===== src/rtl/frame_sequencer_if.sv =====
// Frame sequencer bus: frame control and pixel stream in, depth-stage writes out.
// The master drives pixels and frame control. The slave (the sequencer) drives status and writes.
interface frame_sequencer_if #(
  parameter int FB_BIT_WIDTH    = 16,
  parameter int DEPTH_BIT_WIDTH = 16,
  parameter int FB_ADDR_WIDTH   = 17
);
  logic                       frame_start_in;
  logic                       raster_done_in;
  logic                       pixel_valid_in;
  logic [FB_ADDR_WIDTH-1:0]   pixel_addr_in;
  logic [FB_BIT_WIDTH-1:0]    pixel_color_in;
  logic [DEPTH_BIT_WIDTH-1:0] pixel_depth_in;

  logic                       pixel_ready_out;
  logic                       busy_out;
  logic                       frame_done_out;
  logic                       drawing_out;
  logic                       fb_we_out;
  logic                       dp_we_out;
  logic                       dp_re_out;
  logic                       fb_front_out;
  logic [FB_ADDR_WIDTH-1:0]   fb_write_out;
  logic [FB_ADDR_WIDTH-1:0]   dp_write_out;
  logic [FB_BIT_WIDTH-1:0]    fb_value_out;
  logic [DEPTH_BIT_WIDTH-1:0] dp_value_out;

  modport master (
    output frame_start_in, raster_done_in, pixel_valid_in,
           pixel_addr_in, pixel_color_in, pixel_depth_in,
    input  pixel_ready_out, busy_out, frame_done_out, drawing_out,
           fb_we_out, dp_we_out, dp_re_out, fb_front_out,
           fb_write_out, dp_write_out, fb_value_out, dp_value_out
  );

  modport slave (
    input  frame_start_in, raster_done_in, pixel_valid_in,
           pixel_addr_in, pixel_color_in, pixel_depth_in,
    output pixel_ready_out, busy_out, frame_done_out, drawing_out,
           fb_we_out, dp_we_out, dp_re_out, fb_front_out,
           fb_write_out, dp_write_out, fb_value_out, dp_value_out
  );
endinterface


===== src/rtl/frame_sequencer.sv =====
// Per-frame sequencer: clear all of the framebuffer and depth buffer, forward pixels, drain, then swap buffers.
// Pixel writes appear one cycle after they are sampled. Pixels are taken only in DRAW (pixel_ready_out) and are never buffered.
module frame_sequencer #(
  parameter int                         FB_BIT_WIDTH    = 16,
  parameter int                         DEPTH_BIT_WIDTH = 16,
  parameter int                         FB_ADDR_WIDTH   = 17,
  parameter int                         FB_SIZE         = 57600,
  parameter logic [FB_BIT_WIDTH-1:0]    CLEAR_COLOR     = '0,
  parameter logic [DEPTH_BIT_WIDTH-1:0] CLEAR_DEPTH     = '1,
  parameter int                         DRAIN_CYCLES    = 6
) (
  input logic              clk_in,
  input logic              rst_in,
  frame_sequencer_if.slave bus
);

  localparam int CW = $clog2(FB_SIZE + 1);
  localparam int DW = (DRAIN_CYCLES < 1) ? 1 : $clog2(DRAIN_CYCLES + 1);
  localparam logic [CW-1:0]            CLR_LAST   = CW'(FB_SIZE - 1);
  localparam logic [FB_ADDR_WIDTH:0]   ADDR_LIMIT = (FB_ADDR_WIDTH + 1)'(FB_SIZE);
  localparam logic [DW-1:0]            DRAIN_LOAD = DW'(DRAIN_CYCLES);

  typedef enum logic [2:0] {IDLE, CLEAR, DRAW, DRAIN, SWAP} state_t;

  state_t                     state, state_nxt;
  logic [CW-1:0]              clr_cnt, clr_cnt_nxt;
  logic [DW-1:0]              drn_cnt, drn_cnt_nxt;
  logic                       drawing_q, drawing_nxt;
  logic                       fb_we_q, fb_we_nxt;
  logic                       dp_we_q, dp_we_nxt;
  logic                       dp_re_q, dp_re_nxt;
  logic                       front_q, front_nxt;
  logic                       done_q, done_nxt;
  logic [FB_ADDR_WIDTH-1:0]   addr_q, addr_nxt;
  logic [FB_BIT_WIDTH-1:0]    color_q, color_nxt;
  logic [DEPTH_BIT_WIDTH-1:0] depth_q, depth_nxt;
  logic                       pix_ok;

  // Out-of-range pixels are dropped silently rather than aliased onto valid addresses.
  assign pix_ok = bus.pixel_valid_in && ({1'b0, bus.pixel_addr_in} < ADDR_LIMIT);

  always_comb begin
    state_nxt   = state;
    clr_cnt_nxt = clr_cnt;
    drn_cnt_nxt = drn_cnt;
    drawing_nxt = 1'b0;
    fb_we_nxt   = 1'b0;
    dp_we_nxt   = 1'b0;
    dp_re_nxt   = 1'b0;
    front_nxt   = front_q;
    done_nxt    = 1'b0;
    addr_nxt    = addr_q;
    color_nxt   = color_q;
    depth_nxt   = depth_q;
    case (state)
      IDLE: begin
        if (bus.frame_start_in) begin
          state_nxt   = CLEAR;
          clr_cnt_nxt = '0;
        end
      end
      CLEAR: begin
        fb_we_nxt   = 1'b1;
        dp_we_nxt   = 1'b1;
        addr_nxt    = FB_ADDR_WIDTH'(clr_cnt);
        color_nxt   = CLEAR_COLOR;
        depth_nxt   = CLEAR_DEPTH;
        clr_cnt_nxt = clr_cnt + 1'b1;
        if (clr_cnt == CLR_LAST) state_nxt = DRAW;
      end
      DRAW: begin
        if (pix_ok) begin
          drawing_nxt = 1'b1;
          fb_we_nxt   = 1'b1;
          dp_we_nxt   = 1'b1;
          dp_re_nxt   = 1'b1;
          addr_nxt    = bus.pixel_addr_in;
          color_nxt   = bus.pixel_color_in;
          depth_nxt   = bus.pixel_depth_in;
        end
        if (bus.raster_done_in) begin
          state_nxt   = DRAIN;
          drn_cnt_nxt = DRAIN_LOAD;
        end
      end
      DRAIN: begin
        drn_cnt_nxt = drn_cnt - 1'b1;
        if (drn_cnt <= DW'(1)) state_nxt = SWAP;
      end
      SWAP: begin
        front_nxt = ~front_q;
        done_nxt  = 1'b1;
        state_nxt = IDLE;
      end
      default: state_nxt = IDLE;
    endcase
  end

  always_ff @(posedge clk_in or posedge rst_in) begin
    if (rst_in) begin
      state     <= IDLE;
      clr_cnt   <= '0;
      drn_cnt   <= '0;
      drawing_q <= 1'b0;
      fb_we_q   <= 1'b0;
      dp_we_q   <= 1'b0;
      dp_re_q   <= 1'b0;
      front_q   <= 1'b0;
      done_q    <= 1'b0;
      addr_q    <= '0;
      color_q   <= '0;
      depth_q   <= '0;
    end else begin
      state     <= state_nxt;
      clr_cnt   <= clr_cnt_nxt;
      drn_cnt   <= drn_cnt_nxt;
      drawing_q <= drawing_nxt;
      fb_we_q   <= fb_we_nxt;
      dp_we_q   <= dp_we_nxt;
      dp_re_q   <= dp_re_nxt;
      front_q   <= front_nxt;
      done_q    <= done_nxt;
      addr_q    <= addr_nxt;
      color_q   <= color_nxt;
      depth_q   <= depth_nxt;
    end
  end

  assign bus.pixel_ready_out = (state == DRAW);
  assign bus.busy_out        = (state != IDLE);
  assign bus.frame_done_out  = done_q;
  assign bus.drawing_out     = drawing_q;
  assign bus.fb_we_out       = fb_we_q;
  assign bus.dp_we_out       = dp_we_q;
  assign bus.dp_re_out       = dp_re_q;
  assign bus.fb_front_out    = front_q;
  assign bus.fb_write_out    = addr_q;
  assign bus.dp_write_out    = addr_q;
  assign bus.fb_value_out    = color_q;
  assign bus.dp_value_out    = depth_q;

endmodule


===== src/flat_wrapper.sv =====
// flat-port wrapper written by rule: the top's interface ports become plain ports
module frame_sequencer_flat 
#(
  parameter int                         FB_BIT_WIDTH    = 16,
  parameter int                         DEPTH_BIT_WIDTH = 16,
  parameter int                         FB_ADDR_WIDTH   = 17,
  parameter int                         FB_SIZE         = 57600,
  parameter logic [FB_BIT_WIDTH-1:0]    CLEAR_COLOR     = '0,
  parameter logic [DEPTH_BIT_WIDTH-1:0] CLEAR_DEPTH     = '1,
  parameter int                         DRAIN_CYCLES    = 6
)
  (clk_in, rst_in, bus_frame_start_in, bus_raster_done_in, bus_pixel_valid_in, bus_pixel_addr_in, bus_pixel_color_in, bus_pixel_depth_in, bus_pixel_ready_out, bus_busy_out, bus_frame_done_out, bus_drawing_out, bus_fb_we_out, bus_dp_we_out, bus_dp_re_out, bus_fb_front_out, bus_fb_write_out, bus_dp_write_out, bus_fb_value_out, bus_dp_value_out);
  frame_sequencer_if #(.FB_BIT_WIDTH(FB_BIT_WIDTH), .DEPTH_BIT_WIDTH(DEPTH_BIT_WIDTH), .FB_ADDR_WIDTH(FB_ADDR_WIDTH)) bus_i ();
  input logic clk_in;
  input logic rst_in;
  input wire logic [$bits(bus_i.frame_start_in)-1:0] bus_frame_start_in;
  input wire logic [$bits(bus_i.raster_done_in)-1:0] bus_raster_done_in;
  input wire logic [$bits(bus_i.pixel_valid_in)-1:0] bus_pixel_valid_in;
  input wire logic [$bits(bus_i.pixel_addr_in)-1:0] bus_pixel_addr_in;
  input wire logic [$bits(bus_i.pixel_color_in)-1:0] bus_pixel_color_in;
  input wire logic [$bits(bus_i.pixel_depth_in)-1:0] bus_pixel_depth_in;
  output wire logic [$bits(bus_i.pixel_ready_out)-1:0] bus_pixel_ready_out;
  output wire logic [$bits(bus_i.busy_out)-1:0] bus_busy_out;
  output wire logic [$bits(bus_i.frame_done_out)-1:0] bus_frame_done_out;
  output wire logic [$bits(bus_i.drawing_out)-1:0] bus_drawing_out;
  output wire logic [$bits(bus_i.fb_we_out)-1:0] bus_fb_we_out;
  output wire logic [$bits(bus_i.dp_we_out)-1:0] bus_dp_we_out;
  output wire logic [$bits(bus_i.dp_re_out)-1:0] bus_dp_re_out;
  output wire logic [$bits(bus_i.fb_front_out)-1:0] bus_fb_front_out;
  output wire logic [$bits(bus_i.fb_write_out)-1:0] bus_fb_write_out;
  output wire logic [$bits(bus_i.dp_write_out)-1:0] bus_dp_write_out;
  output wire logic [$bits(bus_i.fb_value_out)-1:0] bus_fb_value_out;
  output wire logic [$bits(bus_i.dp_value_out)-1:0] bus_dp_value_out;
  assign bus_i.frame_start_in = bus_frame_start_in;
  assign bus_i.raster_done_in = bus_raster_done_in;
  assign bus_i.pixel_valid_in = bus_pixel_valid_in;
  assign bus_i.pixel_addr_in = bus_pixel_addr_in;
  assign bus_i.pixel_color_in = bus_pixel_color_in;
  assign bus_i.pixel_depth_in = bus_pixel_depth_in;
  assign bus_pixel_ready_out = bus_i.pixel_ready_out;
  assign bus_busy_out = bus_i.busy_out;
  assign bus_frame_done_out = bus_i.frame_done_out;
  assign bus_drawing_out = bus_i.drawing_out;
  assign bus_fb_we_out = bus_i.fb_we_out;
  assign bus_dp_we_out = bus_i.dp_we_out;
  assign bus_dp_re_out = bus_i.dp_re_out;
  assign bus_fb_front_out = bus_i.fb_front_out;
  assign bus_fb_write_out = bus_i.fb_write_out;
  assign bus_dp_write_out = bus_i.dp_write_out;
  assign bus_fb_value_out = bus_i.fb_value_out;
  assign bus_dp_value_out = bus_i.dp_value_out;
  frame_sequencer #(.FB_BIT_WIDTH(FB_BIT_WIDTH), .DEPTH_BIT_WIDTH(DEPTH_BIT_WIDTH), .FB_ADDR_WIDTH(FB_ADDR_WIDTH), .FB_SIZE(FB_SIZE), .CLEAR_COLOR(CLEAR_COLOR), .CLEAR_DEPTH(CLEAR_DEPTH), .DRAIN_CYCLES(DRAIN_CYCLES)) u_core (.clk_in(clk_in), .rst_in(rst_in), .bus(bus_i));
endmodule

===== config.mk =====
export PLATFORM = sky130hd
export DESIGN_NAME = frame_sequencer_flat
export DESIGN_NICKNAME = d
export VERILOG_FILES = /design/src/rtl/frame_sequencer_if.sv /design/src/rtl/frame_sequencer.sv /design/src/flat_wrapper.sv
export SDC_FILE = /design/constraint.sdc
export NUM_CORES = 1
export LEC_CHECK = 0
export ABC_AREA = 1
export ABC_CLOCK_PERIOD_IN_PS = 2200
export BUFFER_PORTS_ARGS = -buffer_cell sky130_fd_sc_hd__buf_2
export CAP_MARGIN = 0
export CORE_UTILIZATION = 35
export CTS_CLUSTER_DIAMETER = 40
export DETAILED_ROUTE_END_ITERATION = 12
export MAX_ROUTING_LAYER = met4
export PLACE_DENSITY_LB_ADDON = 0.1
export SLEW_MARGIN = 20
export SYNTH_ARGS = -nofsm -noshare
export SYNTH_HDL_FRONTEND = slang
export SYNTH_SLANG_ARGS = --single-unit

===== constraint.sdc =====
create_clock -name clk_in -period 2.2 [get_ports clk_in]
set_clock_uncertainty 0.15 [all_clocks]
set_input_delay 0.11 -clock clk_in [delete_from_list [all_inputs] [get_ports clk_in]]
set_output_delay 0.11 -clock clk_in [all_outputs]
set_load 0.02 [all_outputs]

## After elaboration in Yosys (flattened, before gate mapping)

Index checks and enable logic that the tools add are counted.

- Flip-flop bits (word level): 75
- Bits in latches: 0
- Bits in writable memories: 0
- Memory bits (read-only): 0
- Bits of input ports: 54
- Word-level logic and storage cells: 54
- Memories: 0

- $add $sub $neg: 2
- Multipliers: 0
- Divide/modulo/power cells: 0
- Magnitude comparators: 2
- Equal/unequal tests: 10
- Shifts and indexed selects: 0
- Mux-type cells: 19
- Bitwise logic cells: 1
- Reduce and logical (&&, ||, !) cells: 10

Operators by type and width:

| cell | count |
|---|---|
| $pmux 16 s2 | 3 |
| $mux 16 | 3 |
| $pmux 17 s2 | 1 |
| $lt 17x16->1 const B | 1 |
| $mux 17 | 1 |
| $add 16x1->16 const B | 1 |
| $eq 16x16->1 const B | 1 |
| $mux 3 | 5 |
| $pmux 3 s4 | 1 |
| $eq 3x2->1 const B | 2 |
| $ne 2x1->1 const B | 3 |
| $pmux 3 s2 | 1 |
| $reduce_and 2->1 | 3 |
| $reduce_bool 2->1 | 3 |
| $ne 2x2->1 const B | 2 |
| $reduce_and 4->1 | 1 |
| $eq 3x1->1 const B | 1 |
| $eq 3x3->1 const B | 1 |
| $le 3x1->1 const B | 1 |
| $logic_not 3->1 | 1 |
| $mux 1 | 3 |
| $reduce_bool 3->1 | 1 |
| $sub 3x1->3 const B | 1 |
| $pmux 1 s2 | 1 |
| 2 further kinds | 2 |

## Depth between registers and ports, before layout

- Depth in word-level cells: 4
- Depth in mapped cells: 9

## Least setup slack after synthesis

Ideal clock, no wire load.

- Path kind: register to register
- From: register u_core.state[0]
- To: register u_core.clr_cnt[6]
- Library setup time: 129 ps
- Arrival time: 1250 ps
- Data required time: 1921 ps
- Slack: 671 ps
- Cell stages (with the launch flop): 7
- Buffers on the path: 0
- Clock period less this slack: 1529 ps
- Cells stage by stage: dfrtp_1 > nor2_4 > nand2_1 > nor2_1 > inv_1 > nand2_1 > o21ai_0

- Word-level cells in the longest chain between the ends: 3
- Elaborated cells on any way between the ends: 6

Ends and longest elaborated chain:

| element | line | RTL |
|---|---|---|
| start: declaration | frame_sequencer.sv:25 | `state_t state, state_nxt;` |
| start signal: assignment | frame_sequencer.sv:114 | `state <= state_nxt;` |
| $eq 3x1->1 / $logic_not 3->1 (equally long branches) | frame_sequencer.sv:55 | `case (state)` |
| $reduce_bool 2->1 (no source line) / $ne 2x2->1 (equally long branches) | n/a |  |
| $reduce_and 2->1 (no source line) | n/a |  |
| end signal: assignment | frame_sequencer.sv:115 | `clr_cnt <= clr_cnt_nxt;` |
| end: declaration | frame_sequencer.sv:26 | `logic [CW-1:0] clr_cnt, clr_cnt_nxt;` |

Parallel ways exist; a longest one is shown, timed or not.
A chain may end at the register's enable or synchronous reset.

## Worst setup path after layout

- From: register u_core.state[0]
- To: output bus_pixel_ready_out

- Word-level cells in the longest chain between the ends: 1

Ends and longest elaborated chain:

| element | line | RTL |
|---|---|---|
| $eq 3x2->1 | frame_sequencer.sv:129 | `assign bus.pixel_ready_out = (state == DRAW);` |
| end: declaration | flat_wrapper.sv:22 | `output wire logic [$bits(bus_i.pixel_ready_out)-1:0] bus_pixel_ready_out;` |

Every way passes these cells.

==> run_results.csv <==
group,metric,value,unit
power_and_ir_drop,ir_drop,0.250,mV
timing,hold_viol_final,0,
worst_setup_path,cp_max_fo,27,
min_path,min_path_type,"in2reg",
power_and_ir_drop,power,0.00260,W
synth,yosysWarningCount,0,
timing,finalCritPeriodShare,90.0,%
floorplan,num_rows,38,
clock_network,cts_tree,"done",
layout,drive_gt1_share,25.6,%
worst_setup_path,crit_type,"reg2out",
synth,syn_nets,589,
placed_design,portBuffers,127,
timing,slew_headroom,63.4,%
clock_network,h-tree-depth,3,
power_and_ir_drop,p_per_area,489,nW/µm²
worst_setup_path,critPathLaunchType,"flip-flop",
floorplan,dieHeight,108,µm
worst_setup_path,path_cells,"nor2_4 -> nand2_2 -> buf_4 -> inv_4 -> buf_2",
floorplan,io_pins,128,
worst_setup_path,crit_family,"buffers and inverters",
layout,antenna_cells,0,
synth,ys_ff_latch,75,
layout,layout_common_cells,"181 x nand2_1, 127 x buf_2, 75 x dfrtp_1",
timing,max_clock_freq,505,MHz
timing,fin_crit,1.98,ns
clock_network,cts_setup_buffers,0,
timing,worstMarginPinSlew,0.549,ns
synth,ys_seq_area_share,47.6,%
global_routing,antenna_found_initial,0,
clock_network,clockBufferDepth,2,
worst_setup_path,critPathBufInv,3,
synth,yosysTopAreaCellShare,47.6,%
placed_design,gp_congestion,0.865,
job,cap_violations,0,
placed_design,dp_hpwl,7540,µm
route,vias,3851,
layout,mostFrequentLayoutCell,"nand2_1",
worst_setup_path,worstPathRequired,1.94,ns
global_routing,gr-usage-all-layers,20.3,%
layout,instances_no_fill,834,
clock_network,clock_latency,0.34,ns
layout,fin_nets,746,
synth,synth.distinct_cells,27,
synth,synthCells,532,
global_routing,grt_max_degree,38,
worst_setup_path,max_stage_delay,0.45,ns
route,wl,11100,µm
floorplan,fp.dieW,108,µm
worst_setup_path,crit_arrival,1.72,ns
route,wl_per_cell,13.3,µm
route,ant_nets,0,
status,status,"finished clean",
synth,yosysTopAreaCell,"dfrtp_1",
timing,finalSetupTns,0,ns
global_routing,grt_pass1_vias,3799,
placed_design,dp.cells,769,
clock_network,cts.reportedPaths.clkPinSlew,0.08,ns
timing,rsz0062_at_grt,"no",
synth,syn_area_per_cell,7.41,µm²
route,drtIter0Drc,164,
worst_setup_path,endpoint_kind,"primary output",
route,drc,0,
floorplan,die_area,11700,µm²
clock_network,cts_root_buffer,"clkbuf_8",
layout,area_growth,35.1,%
floorplan,coreArea,10900,µm²
synth,yosys-top-cells-area,"dfrtp_1 48%, nand2_1 17%, nand3_1 8.4%, inv_1 5.3%, nor2_1 4.2%",
timing,maxSlewViolCount,0,
clock_network,cts_sinks,75,
worst_setup_path,cp_slowest_cell,"dfrtp_1",
power_and_ir_drop,p_leak,2.86,nW
clock_network,cts_buffers,9,
route,drt-vias-per-instance,4.62,
synth,synth_area,3940,µm²
floorplan,initial_core_util,36.2,%
route,drtPass1Iterations,4,
global_routing,grt_first_pass_wirelength,17900,µm
timing,setup_viol,0,
global_routing,overflow,0,
==> cell usage after synthesis <==
| library cell | instances |
|---|---|
| xor2_1 | 2 |
| o21ai_1 | 2 |
| buf_2 | 15 |
| o21ai_0 | 22 |
| nor3_2 | 1 |
| a22o_1 | 1 |
| or2_2 | 16 |
| ha_1 | 3 |
| nand3b_1 | 1 |
| a21oi_1 | 4 |
| o22ai_1 | 3 |
| clkbuf_1 | 7 |
| buf_4 | 19 |
| buf_6 | 1 |
| nand2_1 | 183 |
| nand3_1 | 66 |
| nand4_1 | 2 |
| and2_1 | 2 |
| inv_2 | 1 |
| xnor2_1 | 1 |
| nor2_1 | 44 |
| nor2_4 | 1 |
| dfrtp_1 | 75 |
| inv_1 | 56 |
| nor3_1 | 1 |
| a22oi_1 | 2 |
| nand2_2 | 1 |
==> power breakdown <==
part	switching [W]	internal, W	leakage [nW]	total, W
registers	0	0.00138	0.857	0.00138
logic	0.0000666	0.0000984	1.91	0.000165
clock network	0.000512	0.000550	0.0991	0.00106
==> worst reg2reg max path, stage by stage (launching register included) <==
cell	delay, ns
dfrtp_1	0.45
inv_1	0.12
nand3_2	0.10
buf_4	0.37
nand2_2	0.17
buf_12	0.20
nand2_1	0.08
nand2_1	0.05
==> registers in the layout, indices dropped and copies added, names as in the netlist <==
signal                     flops
u_core.bus.dp_write_out       17
u_core.bus.dp_value_out       16
u_core.bus.fb_value_out       16
u_core.clr_cnt                16
u_core.drn_cnt                 3
u_core.state                   3
u_core.bus.drawing_out         1
u_core.bus.fb_front_out        1
u_core.bus.fb_we_out           1
u_core.bus.frame_done_out      1
==> metal layers <==
layer / global-route usage [%] / vias up / share of wire [%]
met4: 8.12 / 0 / 1.9
met2: 34.0 / 100 / 50
li1: - / 1940 / -
met5: - / - / 0
met3: 3.01 / 25 / 3.8
met1: 24.4 / 1786 / 44
==> repair_timing <==
item	in CTS	in global routing
setup endpoints to repair	0	1
hold buffers	49	0
hold endpoints to repair	76	0
gates resized for setup	0	2
==> layout make-up <==
class | instances | area (µm²)
fill | 1094 | 5570
clock inverter | 5 | 52.6
sequential | 75 | 1880
inverter | 57 | 218
multi-input combinational | 358 | 1600
timing repair buffer | 188 | 1250
clock buffer | 11 | 141
tap | 140 | 175
==> logic make-up (layout without fill, tap and decap cells) <==
kind of cell / Yosys count / after routing / share of synthesized area (%)
xor+xnor: 3 / 3 / 0.667
compound gates: 34 / 34 / 4.64
buf+inv: 99 / 261 / 11.9
flops: 75 / 75 / 47.6
simple gates: 318 / 318 / 34.2
fa+ha+maj: 3 / 3 / 0.953
==> per-stage QoR <==
stage / hold WS, ns / util [%] / area (µm²) / setup WS [ns]
2_1_floorplan: 0.154 / - / 3940 / 0.0300
3_3_place_gp: 0.0275 / 42.6 / 4630 / 0.407
3_5_place_dp: 0.0256 / 42.6 / 4630 / 0.320
4_1_cts: 0.100 / 48.9 / 5320 / 0.0687
5_1_grt: 0.124 / 48.9 / 5320 / 0.103
6_report: 0.0876 / 48.9 / 5320 / 0.219
==> path summary, 6_finish.rpt <==
check	to	slack, ns	cells past startpoint	from
worst min register to register	u_core.bus.fb_front_out	0.32	1	u_core.bus.fb_front_out
worst max-delay path	bus_pixel_ready_out	0.22	5	u_core.state[0]
max in group asynchronous	u_core.bus.dp_write_out[10]	1.12	4	rst_in
min in group asynchronous	u_core.drn_cnt[0]	0.19	3	rst_in
worst min-delay path	u_core.bus.dp_write_out[8]	0.09	5	bus_pixel_addr_in[8]
worst max register to register	u_core.bus.fb_value_out[7]	0.41	7	u_core.state[1]
Note: power is estimated with default switching activity, not from simulation.
